## config.mk

```make
export PLATFORM = sky130hd
export DESIGN_NAME = motor_channel_busif
export DESIGN_NICKNAME = d
export VERILOG_FILES = /design/src/rtl/motor_channel_busif.sv
export SDC_FILE = /design/constraint.sdc
export NUM_CORES = 1
export LEC_CHECK = 0
export CORE_UTILIZATION = 49
export CTS_CLUSTER_DIAMETER = 50
export DETAILED_ROUTE_END_ITERATION = 8
export PLACE_DENSITY_LB_ADDON = 0.25
export SLEW_MARGIN = 10
export SYNTH_ARGS = -nofsm -noshare
export SYNTH_HDL_FRONTEND = slang
export SYNTH_SLANG_ARGS = --single-unit
```

## constraint.sdc

```tcl
create_clock -name clk -period 1.5 [get_ports clk]
set_clock_uncertainty 0.05 [all_clocks]
set_input_delay 0.3 -clock clk [delete_from_list [all_inputs] [get_ports clk]]
set_output_delay 0.3 -clock clk [all_outputs]
set_load 0.03 [all_outputs]
```

## src/rtl/motor_channel_busif.sv

```systemverilog
// ---------------------------------------------------------------------------
// MotorChannelBusif: host register interface for one motor channel.
//
// Purpose:
//   Decodes an 8-register host bus and drives the motor channel controls.
//   A DUTY write loads the PWM duty and strobes it into the channel.
//   CTRL holds the PWM enable and polarity bits. Two prescalers generate the
//   PWM and filter clock enables. The 16-bit tach count is read as a
//   coherent pair: reading CNTL snapshots the high byte and raises freeze.
//   Reading CNTH returns that snapshot and drops freeze. A timer releases
//   freeze if the host never comes back for CNTH.
//
// Register map:
//   0 DUTY     W/R
//   1 CTRL     W/R  bit0 enablepwm, bit1 invertpwm, bit2 invphase
//   2 PWMDIV   W/R
//   3 FILTDIV  W/R
//   4 CNTL     R
//   5 CNTH     R
//   6 STATUS   R    bit0 freeze, bit1 timeout sticky (any write clears it)
//   7 reserved      reads 0x00, writes ignored
//
// Ports:
//   clk        in   system clock, rising edge
//   reset_n    in   asynchronous active-low reset
//   addr       in   register address [2:0]
//   wr, rd     in   one-cycle write / read strobes (wr wins if both)
//   busdata    in   host write data [7:0]
//   rddata     out  registered read data [7:0], one-cycle latency
//   countl     in   live tach count low byte
//   counth     in   live tach count high byte
//   wrtdata    out  duty value to the channel [7:0]
//   pwmldce    out  one-clock duty load strobe
//   enablepwm, invertpwm, invphase   out   CTRL bits
//   freeze     out  tach snapshot pending
//   filterce   out  filter prescaler clock enable
//   pwmcntce   out  PWM prescaler clock enable
// ---------------------------------------------------------------------------
module motor_channel_busif #(
  parameter int FREEZE_TIMEOUT = 255
) (
  input  logic       clk,
  input  logic       reset_n,
  input  logic [2:0] addr,
  input  logic       wr,
  input  logic       rd,
  input  logic [7:0] busdata,
  output logic [7:0] rddata,
  input  logic [7:0] countl,
  input  logic [7:0] counth,
  output logic [7:0] wrtdata,
  output logic       pwmldce,
  output logic       enablepwm,
  output logic       invertpwm,
  output logic       invphase,
  output logic       freeze,
  output logic       filterce,
  output logic       pwmcntce
);

  localparam logic [2:0] ADDR_DUTY    = 3'd0;
  localparam logic [2:0] ADDR_CTRL    = 3'd1;
  localparam logic [2:0] ADDR_PWMDIV  = 3'd2;
  localparam logic [2:0] ADDR_FILTDIV = 3'd3;
  localparam logic [2:0] ADDR_CNTL    = 3'd4;
  localparam logic [2:0] ADDR_CNTH    = 3'd5;
  localparam logic [2:0] ADDR_STATUS  = 3'd6;

  // Timer value on the last clock of the freeze window.
  localparam logic [7:0] TIMER_LAST = 8'(FREEZE_TIMEOUT - 1);

  logic [7:0] rdData_q,   rdData_d;
  logic [7:0] duty_q,     duty_d;
  logic       dutyLd_q,   dutyLd_d;
  logic [2:0] ctrl_q,     ctrl_d;
  logic [7:0] pwmDiv_q,   pwmDiv_d;
  logic [7:0] filtDiv_q,  filtDiv_d;
  logic [7:0] pwmCnt_q,   pwmCnt_d;
  logic [7:0] filtCnt_q,  filtCnt_d;
  logic       pwmCe_q,    pwmCe_d;
  logic       filtCe_q,   filtCe_d;
  logic [7:0] snap_q,     snap_d;
  logic       freeze_q,   freeze_d;
  logic       timeout_q,  timeout_d;
  logic [7:0] timer_q,    timer_d;

  logic wrEn;
  logic rdEn;

  // A read that coincides with a write is dropped entirely, so every read
  // side effect (rddata load, snapshot, freeze change) uses rdEn.
  assign wrEn = wr;
  assign rdEn = rd & ~wr;

  // Next-state for the host-visible registers: write decode and the
  // one-cycle-latency read mux. Reads sample the current register values,
  // so a CNTH read returns the snapshot held before this edge.
  always_comb begin
    rdData_d  = rdData_q;
    duty_d    = duty_q;
    dutyLd_d  = 1'b0;
    ctrl_d    = ctrl_q;
    pwmDiv_d  = pwmDiv_q;
    filtDiv_d = filtDiv_q;

    if (wrEn) begin
      case (addr)
        ADDR_DUTY: begin
          duty_d   = busdata;
          dutyLd_d = 1'b1;
        end
        ADDR_CTRL:    ctrl_d    = busdata[2:0];
        ADDR_PWMDIV:  pwmDiv_d  = busdata;
        ADDR_FILTDIV: filtDiv_d = busdata;
        default: ;
      endcase
    end

    if (rdEn) begin
      case (addr)
        ADDR_DUTY:    rdData_d = duty_q;
        ADDR_CTRL:    rdData_d = {5'b0, ctrl_q};
        ADDR_PWMDIV:  rdData_d = pwmDiv_q;
        ADDR_FILTDIV: rdData_d = filtDiv_q;
        ADDR_CNTL:    rdData_d = countl;
        ADDR_CNTH:    rdData_d = snap_q;
        ADDR_STATUS:  rdData_d = {6'b0, timeout_q, freeze_q};
        default:      rdData_d = 8'h00;
      endcase
    end
  end

  // Freeze handshake. A CNTL read (re)captures the high byte and restarts
  // the timer. A CNTH read releases freeze and takes priority over an
  // expiring timer, so the sticky bit is not set in that case. When a
  // timeout coincides with a STATUS write, the set wins so the event is
  // not lost.
  always_comb begin
    snap_d    = snap_q;
    freeze_d  = freeze_q;
    timer_d   = timer_q;
    timeout_d = timeout_q;

    if (wrEn && addr == ADDR_STATUS) begin
      timeout_d = 1'b0;
    end

    if (rdEn && addr == ADDR_CNTL) begin
      snap_d   = counth;
      freeze_d = 1'b1;
      timer_d  = 8'd0;
    end else if (rdEn && addr == ADDR_CNTH) begin
      freeze_d = 1'b0;
      timer_d  = 8'd0;
    end else if (freeze_q) begin
      if (timer_q == TIMER_LAST) begin
        freeze_d  = 1'b0;
        timer_d   = 8'd0;
        timeout_d = 1'b1;
      end else begin
        timer_d = timer_q + 8'd1;
      end
    end
  end

  // Prescalers. Each counts 0..DIV and pulses on the clock where it wraps.
  // A divisor write restarts its counter and suppresses the pulse, so the
  // first pulse after a write comes DIV+1 clocks later. Coming out of reset
  // with DIV=0, the counter already matches and the first clock pulses.
  always_comb begin
    pwmCnt_d  = pwmCnt_q;
    pwmCe_d   = 1'b0;
    filtCnt_d = filtCnt_q;
    filtCe_d  = 1'b0;

    if (wrEn && addr == ADDR_PWMDIV) begin
      pwmCnt_d = 8'd0;
    end else if (pwmCnt_q == pwmDiv_q) begin
      pwmCnt_d = 8'd0;
      pwmCe_d  = 1'b1;
    end else begin
      pwmCnt_d = pwmCnt_q + 8'd1;
    end

    if (wrEn && addr == ADDR_FILTDIV) begin
      filtCnt_d = 8'd0;
    end else if (filtCnt_q == filtDiv_q) begin
      filtCnt_d = 8'd0;
      filtCe_d  = 1'b1;
    end else begin
      filtCnt_d = filtCnt_q + 8'd1;
    end
  end

  // State registers. Reset is asynchronous, so freeze and every other
  // output drop as soon as reset_n falls, without waiting for a clock.
  always_ff @(posedge clk or negedge reset_n) begin
    if (!reset_n) begin
      rdData_q  <= 8'h00;
      duty_q    <= 8'h00;
      dutyLd_q  <= 1'b0;
      ctrl_q    <= 3'b000;
      pwmDiv_q  <= 8'h00;
      filtDiv_q <= 8'h00;
      pwmCnt_q  <= 8'h00;
      filtCnt_q <= 8'h00;
      pwmCe_q   <= 1'b0;
      filtCe_q  <= 1'b0;
      snap_q    <= 8'h00;
      freeze_q  <= 1'b0;
      timeout_q <= 1'b0;
      timer_q   <= 8'h00;
    end else begin
      rdData_q  <= rdData_d;
      duty_q    <= duty_d;
      dutyLd_q  <= dutyLd_d;
      ctrl_q    <= ctrl_d;
      pwmDiv_q  <= pwmDiv_d;
      filtDiv_q <= filtDiv_d;
      pwmCnt_q  <= pwmCnt_d;
      filtCnt_q <= filtCnt_d;
      pwmCe_q   <= pwmCe_d;
      filtCe_q  <= filtCe_d;
      snap_q    <= snap_d;
      freeze_q  <= freeze_d;
      timeout_q <= timeout_d;
      timer_q   <= timer_d;
    end
  end

  assign rddata    = rdData_q;
  assign wrtdata   = duty_q;
  assign pwmldce   = dutyLd_q;
  assign enablepwm = ctrl_q[0];
  assign invertpwm = ctrl_q[1];
  assign invphase  = ctrl_q[2];
  assign freeze    = freeze_q;
  assign pwmcntce  = pwmCe_q;
  assign filterce  = filtCe_q;

endmodule

```

==> metrics.log <==
INFO  metric outcome = finished clean
INFO  metric clk_transition_reported_paths = ~80 ps
INFO  metric tritoncts = built
INFO  metric hold_path_startpoint = rddata[2]$_DFFE_PN0N_
INFO  metric gr_usage_total = approximately a quarter
INFO  metric postSynthRegisterBits = ~70
INFO  metric first_global_vias = between 2k and 3k
INFO  metric edff_count_synth = 0
INFO  metric final_layout_size_suffix_gt1_share = 27.0%
INFO  metric die-width = 88.1 microns
INFO  metric grt_first_pass_wirelength = between 10000 and 15000 microns
INFO  metric antenna_violating_nets_post_route = 0
INFO  metric peakVddDrop = 0.634 mV
INFO  metric cts_sinks = between 70 and 80
INFO  metric power_frac_seq = 45.6%
INFO  metric dieArea = just under 8000 sq um
INFO  metric route.detailed.wl_per_inst = between 15 and 20 microns
INFO  metric worst_ep_arrival_time = roughly 1700 ps
INFO  metric cp_slowest_stage_delay = 380 ps
INFO  metric cts.htree.levels = 3
INFO  metric maxClockFrequency = around 670 MHz
INFO  metric cts_max_path_buffers = 2
INFO  metric initial_utilization = approximately 50%
INFO  metric worstSkewPairLatency = around 350 ps
INFO  metric synth.area.top_cells = sky130_fd_sc_hd__dfrtp_1 50%, sky130_fd_sc_hd__mux2_2 9.3%, sky130_fd_sc_hd__xor2_1 6.0%
INFO  metric power_report.internal_total = about 0.0041 W
INFO  metric cts_made_buffers = 9
INFO  metric fin_total_pwr = around 0.0064 W
INFO  metric buffer_ports.inserted = 53
INFO  metric finalHoldWorstSlack = 427 ps
INFO  metric synth_flop_cell = sky130_fd_sc_hd__dfrtp_1
INFO  metric finalHoldViolations = 0
INFO  metric synth_cell_type_count = 56
INFO  metric synth-seq-area-share = 49.6%
INFO  metric min_period = between 1000 and 1500 ps
INFO  metric fillers = 575
INFO  metric drc = 0
INFO  metric yosysTopAreaCell = sky130_fd_sc_hd__dfrtp_1
INFO  metric nets = between 400 and 500
INFO  metric finalSetupViolations = 0
INFO  metric regToRegStartpoint = timer_q[0]$_DFFE_PN0P_
INFO  metric tritonroute_pass_1_iters = 4
INFO  metric post-synth-top-area-fraction = between 40% and 50%
INFO  metric cp_slowest_cell = sky130_fd_sc_hd__dfrtp_1
INFO  metric path_max_fanout = 7
INFO  metric timing.hold.worst_endpoint = rddata[2]$_DFFE_PN0N_
INFO  metric gr-total-overflow = 0
INFO  metric netSwitchingPower = 0.00226 W
INFO  metric placement.cell_area = around 4400 sq um
INFO  metric die_h = ~90 microns
INFO  metric grt_start_max_net_pins = 73
INFO  metric synth_cells = 326
INFO  metric antenna_found_initial = 0
INFO  metric dpl.hpwl = 5850 microns
INFO  metric power.share.switching = between 30% and 40%
INFO  metric synthArstFlopShare = 100%
INFO  metric clock-root-buffer = sky130_fd_sc_hd__clkbuf_8
INFO  metric kind_of_end_point_of_the_critical_path = flop
INFO  metric mapped_cell_area = roughly 3600 sq um
INFO  metric rrSetupSlack = between 0.15 and 0.2 ps
INFO  metric leakage_power_total = 2.28 nW
INFO  metric syn-mean-instance-area = ~11 sq um
INFO  metric route.detailed.vias_per_inst = 5.35
INFO  metric cp-start-kind = flop
INFO  metric whs_path_depth = 2
INFO  metric worst_tran_pin_value = between 300 and 400 ps
INFO  metric critical_path_class = reg -> reg
INFO  metric pwr_density_cell = 1340 nW/um^2
INFO  metric comb_power_share = a little under a third
INFO  metric cp_cell_sequence = inv_1 > ha_2 > nand3_4 > o211ai_4 > nor2_1 > a211o_1
INFO  metric placeableCoreArea = about 7000 sq um
INFO  metric multi_input_area = roughly 1800 sq um
INFO  metric postLayoutCellArea = around 4800 sq um
INFO  metric mappedNetlistNets = ~360
INFO  metric slew_headroom = approximately three quarters
INFO  metric synthesis.yosys.warnings = 0
INFO  metric syn2layout_area_growth = 31.1%
INFO  metric routed-via-count = between 2k and 3k
INFO  metric drt_first_iter_violations = around 170
INFO  metric min-delay-path-class = reg -> reg
INFO  metric seq_area = 1800 sq um
INFO  metric drv.max_cap_violation_count = 0
INFO  metric place_congestion = ~0.83
INFO  metric num_rows = 31
INFO  metric r2r_worst_path_depth = 6
INFO  metric final_min_period_over_clock_period = between 90% and 100%
INFO  metric totalWireLength = around 8400 microns
INFO  metric power.clock.fraction = between 20% and 30%
INFO  metric diodes = 0
INFO  metric floorplan.io_pins = 54
INFO  metric grt_setup_unrepaired = yes
INFO  metric critical_path.reg2reg.endpoint = timer_q[6]$_DFFE_PN0P_
INFO  metric crit_required = ~1700 ps
INFO  metric timing.final.max_slew_violations = 0
cell families (layout without fill, tap and decap cells):
group | after synthesis | count (layout) | share of synthesized area, %
and+or+nand+nor | 122 | 122 | 18.2
adders and majority gates | 4 | 4 | 1.38
DFF | 72 | 72 | 49.6
muxes | 38 | 38 | 11.9
xor gates and xnor gates | 31 | 31 | 7.48
buffers and inverters | 15 | 111 | 2.72
AOI/OAI and AO/OA | 44 | 44 | 8.76
registers in the layout (all words and copies together) (netlist names), 3 cells and up:
signal,count
filtCnt_q,8
snap_q,8
ctrl_q,3
filtDiv_q,8
pwmDiv_q,8
pwmCnt_q,8
timer_q,8
rddata,8
wrtdata,8
routing by layer:
metal	global-route usage, %	share of wire (%)
met1	32.8	47
met2	35.2	46
met3	5.28	5.2
met4	9.97	1.9
met5	0	0
synthesized netlist by cell type (3+ instances only):
master	number
sky130_fd_sc_hd__dfrtp_1	72
sky130_fd_sc_hd__nand2_1	39
sky130_fd_sc_hd__nor2_1	36
sky130_fd_sc_hd__mux2_2	30
sky130_fd_sc_hd__xor2_1	25
sky130_fd_sc_hd__o21ai_0	13
sky130_fd_sc_hd__nand3_1	8
sky130_fd_sc_hd__mux2i_1	7
sky130_fd_sc_hd__and3_1	6
sky130_fd_sc_hd__xnor2_1	6
sky130_fd_sc_hd__a221oi_1	4
sky130_fd_sc_hd__buf_2	4
sky130_fd_sc_hd__ha_1	4
sky130_fd_sc_hd__nand4_1	4
sky130_fd_sc_hd__a21oi_1	3
sky130_fd_sc_hd__a31oi_1	3
sky130_fd_sc_hd__buf_4	3
sky130_fd_sc_hd__inv_1	3
sky130_fd_sc_hd__nand2b_1	3
sky130_fd_sc_hd__nor2b_1	3
sky130_fd_sc_hd__nor3b_1	3
sky130_fd_sc_hd__o2bb2ai_1	3
through the flow:
step | worst slack [ps] | std cells | utilization, % | TNS, ps
3_5_place_dp | -497 | 496 | 61.5 | -28810
5_1_grt | -70.7 | 521 | 66.0 | -104
3_3_place_gp | -475 | 496 | 61.5 | -27480
4_1_cts | 1.57 | 518 | 65.3 | 0
6_report | 0.175 | 521 | 66.0 | 0
2_1_floorplan | 53.8 | 326 | - | 0
cell type report:
cell class	count	share of cell area (%)
Timing Repair Buffer	92	17.4
Tap cell	99	2.60
Sequential cell	72	37.9
Clock buffer	9	2.60
Inverter	3	0.237
Clock inverter	7	1.52
Multi-Input combinational cell	239	37.7
power by group through the flow:
| stage | sequential, W | clock (W) | combinational [W] |
|---|---|---|---|
| 6_report | 0.00291 | 0.00153 | 0.00194 |
| 3_5_place_dp | 0.00293 | 0 | 0.00193 |
| 3_3_place_gp | 0.00292 | 0 | 0.00188 |
| 2_1_floorplan | 0.00303 | 0 | 0.00103 |
| 5_1_grt | 0.00298 | 0.00164 | 0.00215 |
| 4_1_cts | 0.00290 | 0.00156 | 0.00190 |
what timing repair did:
action / 4_1_cts / 5_1_grt
pin swaps: 1 / 4
cloned: 2 / 0
endpoints found under the setup margin: 75 / 16
hold buffers: 1 / 0
endpoints found under the hold margin: 72 / 0
resized for setup: 39 / 18
setup buffers: 3 / 3
worst max path at each step:
stage,from,endpoint,slack [ps],depth (start not counted)
global placement,wr,snap_q[6]$_DFFE_PN0P_,-480,5
CTS,timer_q[0]$_DFFE_PN0P_,timer_q[6]$_DFFE_PN0P_,2,6
detailed placement,wr,snap_q[6]$_DFFE_PN0P_,-500,5
finish,timer_q[0]$_DFFE_PN0P_,timer_q[6]$_DFFE_PN0P_,0.2,6
floorplan,timer_q[0]$_DFFE_PN0P_,timer_q[6]$_DFFE_PN0P_,50,6
global route,timer_q[0]$_DFFE_PN0P_,timer_q[6]$_DFFE_PN0P_,-70,6
cell usage in the layout, fill, tap and decap left out, drive strengths merged, types with 4 or more instances in the layout:
cell type,n
a221oi,4
and3,6
buf,39
clkbuf,13
clkdlybuf4s15,7
clkdlybuf4s50,24
clkinv,4
dfrtp,72
dlygate4sd2,16
ha,4
mux2,30
mux2i,7
nand2,39
nand2b,4
nand3,8
nand4,4
nor2,40
nor3b,4
o21ai,14
xnor2,6
xor2,25
critical path, delay by kind of cell, from the launching register on:
kind | cells | cell delay (ps)
simple gates | 2 | 170
compound gates | 2 | 550
fa+ha+maj | 1 | 190
flops | 1 | 380
buf+inv | 1 | 60
Note: power is estimated with default switching activity, not from simulation.
